File: config.mk
export PLATFORM = sky130hd
export DESIGN_NAME = hgcal_fc_cmd_scheduler
export DESIGN_NICKNAME = d
export VERILOG_FILES = /design/src/rtl/hgcal_fc_cmd_scheduler.sv
export SDC_FILE = /design/constraint.sdc
export NUM_CORES = 1
export LEC_CHECK = 0
export BUFFER_PORTS_ARGS = -buffer_cell sky130_fd_sc_hd__buf_2
export CAP_MARGIN = 10
export CORE_MARGIN = 3
export CORE_UTILIZATION = 35
export DETAILED_ROUTE_END_ITERATION = 10
export GPL_ROUTABILITY_DRIVEN = 1
export MAX_ROUTING_LAYER = met4
export SETUP_SLACK_MARGIN = 0.15
export SYNTH_ARGS = -nofsm -noshare
export SYNTH_HDL_FRONTEND = slang
export SYNTH_SLANG_ARGS = --single-unit
File: constraint.sdc
create_clock -name clk40 -period 3.4 [get_ports clk40]
set_input_delay 0.17 -clock clk40 [delete_from_list [all_inputs] [get_ports clk40]]
set_output_delay 0.17 -clock clk40 [all_outputs]
set_load 0.05 [all_outputs]
File: src/rtl/hgcal_fc_cmd_scheduler.sv
// HGCAL fast-command scheduler: one registered command per BX, chosen by fixed priority.
// Optional build macro PERIODIC_CALIB_EN adds the once-per-orbit automatic calibration request.
module hgcal_fc_cmd_scheduler #(
  parameter int ORBIT_LEN   = 3564,
  parameter int SYNC_BX     = 3563,
  parameter int CALIB_DELAY = 20,
  parameter int CALIB_BX    = 100
) (
  input  logic        clk40,
  input  logic        reset,
  input  logic        orbit_sync_en,
  input  logic        l1a_en,
  input  logic        req_linkreset,
  input  logic        req_daqreset,
  input  logic        req_ocr,
  input  logic        req_calib,
  input  logic        l1a_req,
  input  logic        periodic_calib_en,
  output logic [2:0]  cmd,
  output logic [11:0] bx_count,
  output logic [31:0] orbit_count,
  output logic        l1a_dropped,
  output logic        busy
);

  typedef enum logic [2:0] {
    CMD_IDLE       = 3'd0,
    CMD_ORBIT_SYNC = 3'd1,
    CMD_OCR        = 3'd2,
    CMD_LINK_RESET = 3'd3,
    CMD_DAQ_RESET  = 3'd4,
    CMD_CALIB_REQ  = 3'd5,
    CMD_L1A        = 3'd6,
    CMD_CALIB_L1A  = 3'd7
  } cmd_e;

  localparam logic [11:0] BX_LAST = 12'(ORBIT_LEN - 1);
  localparam logic [11:0] BX_SYNC = 12'(SYNC_BX);
  localparam logic [11:0] BX_CAL  = 12'(CALIB_BX);
  localparam logic [7:0]  CAL_DLY = 8'(CALIB_DELAY);

  function automatic logic [11:0] bx_inc(input logic [11:0] bx);
    return (bx == BX_LAST) ? 12'd0 : bx + 12'd1;
  endfunction

  cmd_e        cmd_q, cmd_d;
  logic [11:0] bx_q, bx_d;
  logic [31:0] orbit_q, orbit_d;
  logic        drop_q, drop_d;
  logic        busy_q, busy_d;
  logic        pend_ocr_q, pend_ocr_d;
  logic        pend_lr_q, pend_lr_d;
  logic        pend_dr_q, pend_dr_d;
  logic        pend_cal_q, pend_cal_d;
  logic        pend_l1a_q, pend_l1a_d;
  logic [7:0]  cal_cnt_q, cal_cnt_d;
  logic        cal_due_q, cal_due_d;
  logic        ocr_done_q, ocr_done_d;

  logic        periodic_hit;
  logic        sync_slot;
  logic        cal_due;
  logic        cal_req_pend;
  logic        cal_req_ok;
  logic        l1a_acc;

`ifdef PERIODIC_CALIB_EN
  // The automatic request must be eligible in the CALIB_BX slot itself, so it
  // joins selection combinationally rather than through the pending flag.
  assign periodic_hit = periodic_calib_en && (bx_d == BX_CAL);
`else
  logic unused_periodic;
  assign unused_periodic = periodic_calib_en;
  assign periodic_hit    = 1'b0;
`endif

  assign bx_d         = bx_inc(bx_q);
  assign sync_slot    = (bx_d == BX_SYNC);
  assign cal_due      = cal_due_q || (cal_cnt_q == 8'd1);
  assign cal_req_pend = pend_cal_q || periodic_hit;
  assign cal_req_ok   = cal_req_pend && (cal_cnt_q == 8'd0) && !cal_due_q;
  assign l1a_acc      = l1a_req && l1a_en;

  always_comb begin
    cmd_d = CMD_IDLE;
    if (sync_slot && pend_ocr_q)         cmd_d = CMD_OCR;
    else if (sync_slot && orbit_sync_en) cmd_d = CMD_ORBIT_SYNC;
    else if (cal_due)                    cmd_d = CMD_CALIB_L1A;
    else if (pend_l1a_q)                 cmd_d = CMD_L1A;
    else if (pend_lr_q)                  cmd_d = CMD_LINK_RESET;
    else if (pend_dr_q)                  cmd_d = CMD_DAQ_RESET;
    else if (cal_req_ok)                 cmd_d = CMD_CALIB_REQ;
  end

  // A request arriving in its own issue cycle re-arms the flag; a second
  // L1A while one is already queued is dropped instead.
  always_comb begin
    pend_ocr_d = req_ocr       || (pend_ocr_q   && (cmd_d != CMD_OCR));
    pend_lr_d  = req_linkreset || (pend_lr_q    && (cmd_d != CMD_LINK_RESET));
    pend_dr_d  = req_daqreset  || (pend_dr_q    && (cmd_d != CMD_DAQ_RESET));
    pend_cal_d = req_calib     || (cal_req_pend && (cmd_d != CMD_CALIB_REQ));
    pend_l1a_d = (pend_l1a_q && (cmd_d != CMD_L1A)) || (l1a_acc && !pend_l1a_q);
    drop_d     = l1a_acc && pend_l1a_q;

    cal_cnt_d = cal_cnt_q;
    if (cmd_d == CMD_CALIB_REQ)  cal_cnt_d = CAL_DLY;
    else if (cal_cnt_q != 8'd0)  cal_cnt_d = cal_cnt_q - 8'd1;
    cal_due_d = cal_due && (cmd_d != CMD_CALIB_L1A);

    ocr_done_d = (cmd_d == CMD_OCR) || (ocr_done_q && (bx_d != 12'd0));
    orbit_d    = orbit_q;
    if (bx_d == 12'd0) orbit_d = ocr_done_q ? 32'd0 : orbit_q + 32'd1;

    busy_d = pend_ocr_d || pend_lr_d || pend_dr_d || pend_cal_d || pend_l1a_d ||
             (cal_cnt_d != 8'd0) || cal_due_d;
  end

  always_ff @(posedge clk40) begin
    if (reset) begin
      cmd_q      <= CMD_IDLE;
      bx_q       <= 12'd0;
      orbit_q    <= 32'd0;
      drop_q     <= 1'b0;
      busy_q     <= 1'b0;
      pend_ocr_q <= 1'b0;
      pend_lr_q  <= 1'b0;
      pend_dr_q  <= 1'b0;
      pend_cal_q <= 1'b0;
      pend_l1a_q <= 1'b0;
      cal_cnt_q  <= 8'd0;
      cal_due_q  <= 1'b0;
      ocr_done_q <= 1'b0;
    end else begin
      cmd_q      <= cmd_d;
      bx_q       <= bx_d;
      orbit_q    <= orbit_d;
      drop_q     <= drop_d;
      busy_q     <= busy_d;
      pend_ocr_q <= pend_ocr_d;
      pend_lr_q  <= pend_lr_d;
      pend_dr_q  <= pend_dr_d;
      pend_cal_q <= pend_cal_d;
      pend_l1a_q <= pend_l1a_d;
      cal_cnt_q  <= cal_cnt_d;
      cal_due_q  <= cal_due_d;
      ocr_done_q <= ocr_done_d;
    end
  end

  assign cmd         = cmd_q;
  assign bx_count    = bx_q;
  assign orbit_count = orbit_q;
  assign l1a_dropped = drop_q;
  assign busy        = busy_q;

endmodule

# Yosys cells after proc, flatten, opt, wreduce, memory -nomap -nowiden
# Cells that the tools add are included.
dict set report totals {
  regBits 64
  in_bits 10
  elab_cells 72
}
dict set report classes {
  add_sub_neg 3
  n_eq_ne 11
  muxes 11
  n_reduce_logical 34
}
# operator n
set ops {}
lappend ops {{adder 32 x 1 -> 32 bit (second input constant)} 1}
lappend ops {{2-to-1 mux 32 bit} 1}
lappend ops {{equality test 12 bit (second input constant)} 2}
lappend ops {{2-to-1 mux 3 bit} 7}
lappend ops {{2-to-1 mux 8 bit} 2}
lappend ops {{nonzero test 8 bit} 2}
lappend ops {{logical AND 1 bit} 14}
lappend ops {{logical OR 1 bit} 13}
lappend ops {{adder 12 x 1 -> 12 bit (second input constant)} 1}
lappend ops {{logical NOT 12 bit} 1}
lappend ops {{2-to-1 mux 12 bit} 1}
lappend ops {{!= test 3 bit (second input constant)} 4}
lappend ops {{nonzero test 12 bit} 1}
lappend ops {{equality test 8 x 1 -> 1 bit (second input constant)} 1}
lappend ops {{logical NOT 8 bit} 1}
lappend ops {{subtractor 8 x 1 -> 8 bit (second input constant)} 1}
lappend ops {{!= test 3 x 2 -> 1 bit (second input constant)} 2}
lappend ops {{equality test 3 x 2 -> 1 bit (second input constant)} 1}
lappend ops {{equality test 3 bit (second input constant)} 1}
lappend ops {{logical NOT 1 bit} 2}

# Longest topological paths before layout
dict set report logic_depth {
  word_depth 19
  ltp_mapped 10
  mapped_depth_nobuf 8
}

# Least setup slack after synthesis
# No wires, ideal clock.
dict set report synth_timing {
  path_type {flip-flop to flip-flop}
  startpoint {register bx_q[0], in the netlist bx_count[0]}
  endpoint {register orbit_q[28], in the netlist orbit_count[28]}
  setup_ns 0.070
  t_arrival_ns 2.915
  required_ns 3.330
  slack_ns 0.415
  stages_incl_launch_ff 10
  synth_period_minus_slack_ns 2.985
  path_cell_list {dfxtp_1 > ha_1 > nand2_1 > nor4_4 > o2111a_1 > nand2_2 > a2111o_1 > buf_2 > or3_1 > a21oi_1}
}
dict set report synth_between {
  elab_chain_len 3
  word_cells_on_any_way 4
}
# element line
set synth_rtl {}
lappend synth_rtl {{from (decl)} 47} ;# logic [11:0] bx_q, bx_d;
lappend synth_rtl {{from (signal assigned)} 121} ;# bx_q <= 12'd0;
lappend synth_rtl {{from (signal assigned)} 135} ;# bx_q <= bx_d;
lappend synth_rtl {{adder 12 x 1 -> 12 bit or equality test 12 bit (tied branches)} 43} ;# return (bx == BX_LAST) ? 12'd0 : bx + 12'd1;
lappend synth_rtl {{2-to-1 mux 12 bit *} 43}
lappend synth_rtl {{logical NOT 12 bit *} 112} ;# if (bx_d == 12'd0) orbit_d = ocr_done_q ? 32'd0 : orbit_q + 32'd1;
lappend synth_rtl {{to (signal assigned)} 136} ;# orbit_q <= orbit_d;
lappend synth_rtl {{to (decl)} 48} ;# logic [31:0] orbit_q, orbit_d;
# Every way passes the cells marked *; elsewhere a longest branch is shown, timed or not.
# A chain may end at the register's enable or synchronous reset.

# Worst setup path after layout
dict set report layout_timing {
  startpoint {register bx_q[0], in the netlist bx_count[0]}
  endpoint {register orbit_q[30], in the netlist orbit_count[30]}
}
# Same word-level chain as after synthesis.

==> run summary <==
The run finished with clean final reports. In this run, CTS created clock tree buffers numbering 9. TritonCTS built the clock tree. The run gives 11300 um2 as the floorplan die area. The sequential area share after synthesis was 36.4%; the areal power density over the cells was 471 nW/um2. The total overflow reported by the global router is 0.

Summing over every cut layer, the via total after detailed routing is 3312. The CTS H-tree depth was 3; the worst vdd rail ir drop was 0.287 mV. The count of nets left with antenna violations once routing finished came out at 0. The library cell used most frequently in the layout, excluding fill and tap cells, is sky130_fd_sc_hd__dfxtp_1.

The number of buffers inserted by post-CTS setup repair is 0. The first global-routing pass estimated 14.6 mm of wire. The die boundary height was 106 um; the post-synthesis net count was 435.

The critical register-to-register path endpoint is orbit_count[30]. The HPWL after detailed placement is 6.23 mm. The tightest slew margin relative to the limit came out at 56.1%. Cell taking the most area after synthesis: sky130_fd_sc_hd__dfxtp_1. The number of placement rows was 35.

The total setup violations reported at the end of the flow was 0. CTS placed an instance of sky130_fd_sc_hd__clkbuf_8 at the clock tree root. The proportion of layout cells with a drive suffix above 1 works out to 20.9%. The core region is 9500 um2. After synthesis, the share of cell area in mux cells is 0.569%. The tools report the maximum clock skew at final layout as 0.00939 ns.

The synthesized netlist contains 66 unique library cells. Post-synthesis average cell area: 8.40 um2. The count of TritonRoute iterations in the first routing pass is 4, and the number of synthesized flops with an enable pin is 0. The simple-gate portion of the synthesized area is 28.0%.

At the worst endpoint, the required time is 3.67 ns. The analysis attributes to cell leakage a power of 0.00158 uW. Gates resized during post-CTS repair numbered 0. The synthesized netlist devotes 6.22% of its cell area to XOR and XNOR gates. The yosys synthesis warning count is 0, and the horizontal extent of the die is 106 um.

Setup repair after global routing left no endpoint under its margin. Data on the critical path arrives at its endpoint at 3.20 ns. The kind of end point of the critical path is a register. 0 antenna diodes ended up in the layout.

Ranked by total cell area, the synthesized netlist is headed by sky130_fd_sc_hd__dfxtp_1 36%, sky130_fd_sc_hd__a21oi_1 4.8%, sky130_fd_sc_hd__xnor2_1 4.5%. During placement, the flow inserted port buffers numbering 57. Across every metal layer, demand over resource in global routing totals 16.1%. In the synthesized netlist the async set-or-reset flop fraction comes to 0%. The run gives 0.505 ns as the worst slack at placement. The critical path is of the reg -> reg type.

The mean number of vias per cell is 5.41. Leaving out fill and tap cells, the most frequent cells in the layout are 64 x sky130_fd_sc_hd__dfxtp_1, 57 x sky130_fd_sc_hd__buf_2, 36 x sky130_fd_sc_hd__nand2_1, 35 x sky130_fd_sc_hd__nor2_1, 34 x sky130_fd_sc_hd__a21oi_1. The worst hold path cell count was 3. The most used flip-flop cell after synthesis is sky130_fd_sc_hd__dfxtp_1. In the final routed layout, each cell accounts on average for 14.1 um. The dominant combinational cell family by area after synthesis is simple AND/OR/NAND/NOR gates. The boundary pin count was 59. The worst hold path begins at req_linkreset. The relative area change from synthesis to final layout works out to 17.0%.

For the maximum root-to-sink buffer count, the log shows 2. The run gives 0 ns as the summed negative setup slack over all endpoints. The kind of path behind the tightest hold check is in -> reg.

The minimum period implied by the final worst setup slack was 2.93 ns; the number of pins with negative max-slew slack in the final report was 0. The initial antenna violation count is 0, and the register-to-register setup slack is 0.47 ns. At the end of routability-driven placement, the weighted congestion stood at 0.888.

The logs give 31 for the largest net degree at the start of global routing and 0 for the count of unresolved DRC violations after routing. Counting every sink on the clock net gives 64. The portion of the clock cycle consumed by the worst path in the final layout is 86.3%, and the number of instances in the synthesized netlist is 419. The detailed router finished its first iteration with 148 violations. The slew at the pin with the worst max-slew slack is 0.657 ns. Summing the areas of all compound-gate instances in the mapped netlist gives 21.8% of the synthesized area. Hold repair after CTS inserted 0 buffers. Startpoint type of the worst setup path: a register.

Static timing analysis puts the maximum clock frequency at 341 MHz. The initial utilization of the core area, before any placement, comes to 37.1%. The depth of the most critical reg-to-reg path is 8. The worst hold path endpoint is pend_lr_q. The number of hold violations in the final report is 0. The startpoint identified for the worst register-to-register timing path is bx_count[0]. The final wirelength is 8.64 mm. In this run the worst path has a maximum fanout of 15. The number of maximum-capacitance violations is 0. The fraction of the mapped netlist area in adder cells is 2.13%. At the later pin of the worst-skew pair, clock insertion delay measures 0.34 ns. In this run the cell area of the synthesized design comes to 3520 um2.

The via count of the first global-routing pass is 3099, and the share of the synthesized area in the top cell type is 36.4%. Clock-pin slew was measured on the worst setup and hold paths at 0.07 ns. The worst path meets setup with 0.467 ns of slack. The synthesis-stage register bit count works out to 64.

The net count of the finished layout came out at 494.
## power by group
group          internal, uW  total, uW  leakage [uW]  switching, uW
clock                   283        574     0.0000834            291
sequential              810        878      0.000520           68.0
combinational           185        489      0.000972            303
total                  1280       1940       0.00158            662
## state kept, by name, indices dropped and copies added, names as in the netlist
| signal | count |
|---|---|
| cal_due_q | 1 |
| cal_cnt_q | 8 |
| bx_count | 12 |
| cal_req_pend | 1 |
| orbit_count | 32 |
| busy | 1 |
| pend_dr_q | 1 |
| pend_ocr_q | 1 |
| pend_l1a_q | 1 |
| ocr_done_q | 1 |
| pend_lr_q | 1 |
| l1a_dropped | 1 |
| cmd | 3 |
## how the worst max path moves through the flow
| stage | start | end | slack [ns] | cells past startpoint |
|---|---|---|---|---|
| floorplan | bx_count[0] | orbit_count[28] | 0.41 | 9 |
| global placement | bx_count[0] | orbit_count[30] | 0.55 | 8 |
| detailed placement | bx_count[0] | orbit_count[30] | 0.51 | 8 |
| CTS | bx_count[0] | orbit_count[30] | 0.47 | 8 |
| global route | bx_count[0] | orbit_count[30] | 0.22 | 8 |
| finish | bx_count[0] | orbit_count[30] | 0.47 | 8 |
## final cells by class
| cell class | count | area (um2) |
|---|---|---|
| fillers | 993 | 5380 |
| flip-flops and latches | 64 | 1280 |
| well taps | 129 | 161 |
| clock buffers | 13 | 149 |
| clock inverters | 3 | 17.5 |
| inverters | 17 | 63.8 |
| multi-input cells | 317 | 2070 |
| repair buffers | 69 | 375 |
## logic make-up (layout without fill, tap and decap cells)
kind of cell,Yosys count,after routing
fa+ha+maj,6,6
buf+inv,38,102
simple gates,175,175
xor+xnor,25,25
flops,64,64
mux,2,2
compound gates,109,109
## synth_stat cells, types with 4 or more instances
master	n
sky130_fd_sc_hd__a2111oi_0	12
sky130_fd_sc_hd__a211oi_1	4
sky130_fd_sc_hd__a21oi_1	34
sky130_fd_sc_hd__and2_1	6
sky130_fd_sc_hd__and3_1	10
sky130_fd_sc_hd__and4_1	4
sky130_fd_sc_hd__buf_2	4
sky130_fd_sc_hd__buf_4	4
sky130_fd_sc_hd__clkbuf_1	11
sky130_fd_sc_hd__dfxtp_1	64
sky130_fd_sc_hd__ha_1	6
sky130_fd_sc_hd__inv_1	17
sky130_fd_sc_hd__nand2_1	36
sky130_fd_sc_hd__nand2b_1	5
sky130_fd_sc_hd__nand3_1	11
sky130_fd_sc_hd__nand3b_1	4
sky130_fd_sc_hd__nand4_1	7
sky130_fd_sc_hd__nor2_1	35
sky130_fd_sc_hd__nor3_1	13
sky130_fd_sc_hd__nor3b_1	5
sky130_fd_sc_hd__nor4_1	4
sky130_fd_sc_hd__o21ai_0	15
sky130_fd_sc_hd__o21ba_2	4
sky130_fd_sc_hd__o31ai_1	4
sky130_fd_sc_hd__or3_1	12
sky130_fd_sc_hd__or4_1	5
sky130_fd_sc_hd__xnor2_1	18
sky130_fd_sc_hd__xor2_1	7
## per-stage QoR
step | utilization [%] | hold slack, ns | area, um2 | total power (uW) | cells
2_1_floorplan | - | 0.287 | 3520 | 1270 | 419
3_3_place_gp | 41.6 | 0.418 | 3950 | 1370 | 596
3_5_place_dp | 41.6 | 0.426 | 3950 | 1390 | 596
4_1_cts | 43.4 | 0.0582 | 4120 | 1960 | 612
5_1_grt | 43.4 | 0.0656 | 4120 | 2070 | 612
6_report | 43.4 | 0.0681 | 4120 | 1940 | 612
## layer usage
metal	up-vias	routed length [um]	part of all wire (%)	track usage [%]
met2	77	3840	44	24.2
met3	8	457	5.3	4.55
met4	0	101	1.2	4.90
li1	1662	-	-	-
met5	-	0	0	-
met1	1565	4250	49	21.0
## critical path, stage by stage, from the launching register on
cell and delay (ns):
sky130_fd_sc_hd__dfxtp_1 0.47, sky130_fd_sc_hd__ha_1 0.30, sky130_fd_sc_hd__nand2_1 0.16, sky130_fd_sc_hd__nor4_4 0.30, sky130_fd_sc_hd__o2111a_1 0.25, sky130_fd_sc_hd__nand2_2 0.18, sky130_fd_sc_hd__a2111o_1 0.61, sky130_fd_sc_hd__or4_1 0.45
sky130_fd_sc_hd__a21oi_1 0.14
Note: power is estimated with default switching activity, not from simulation.
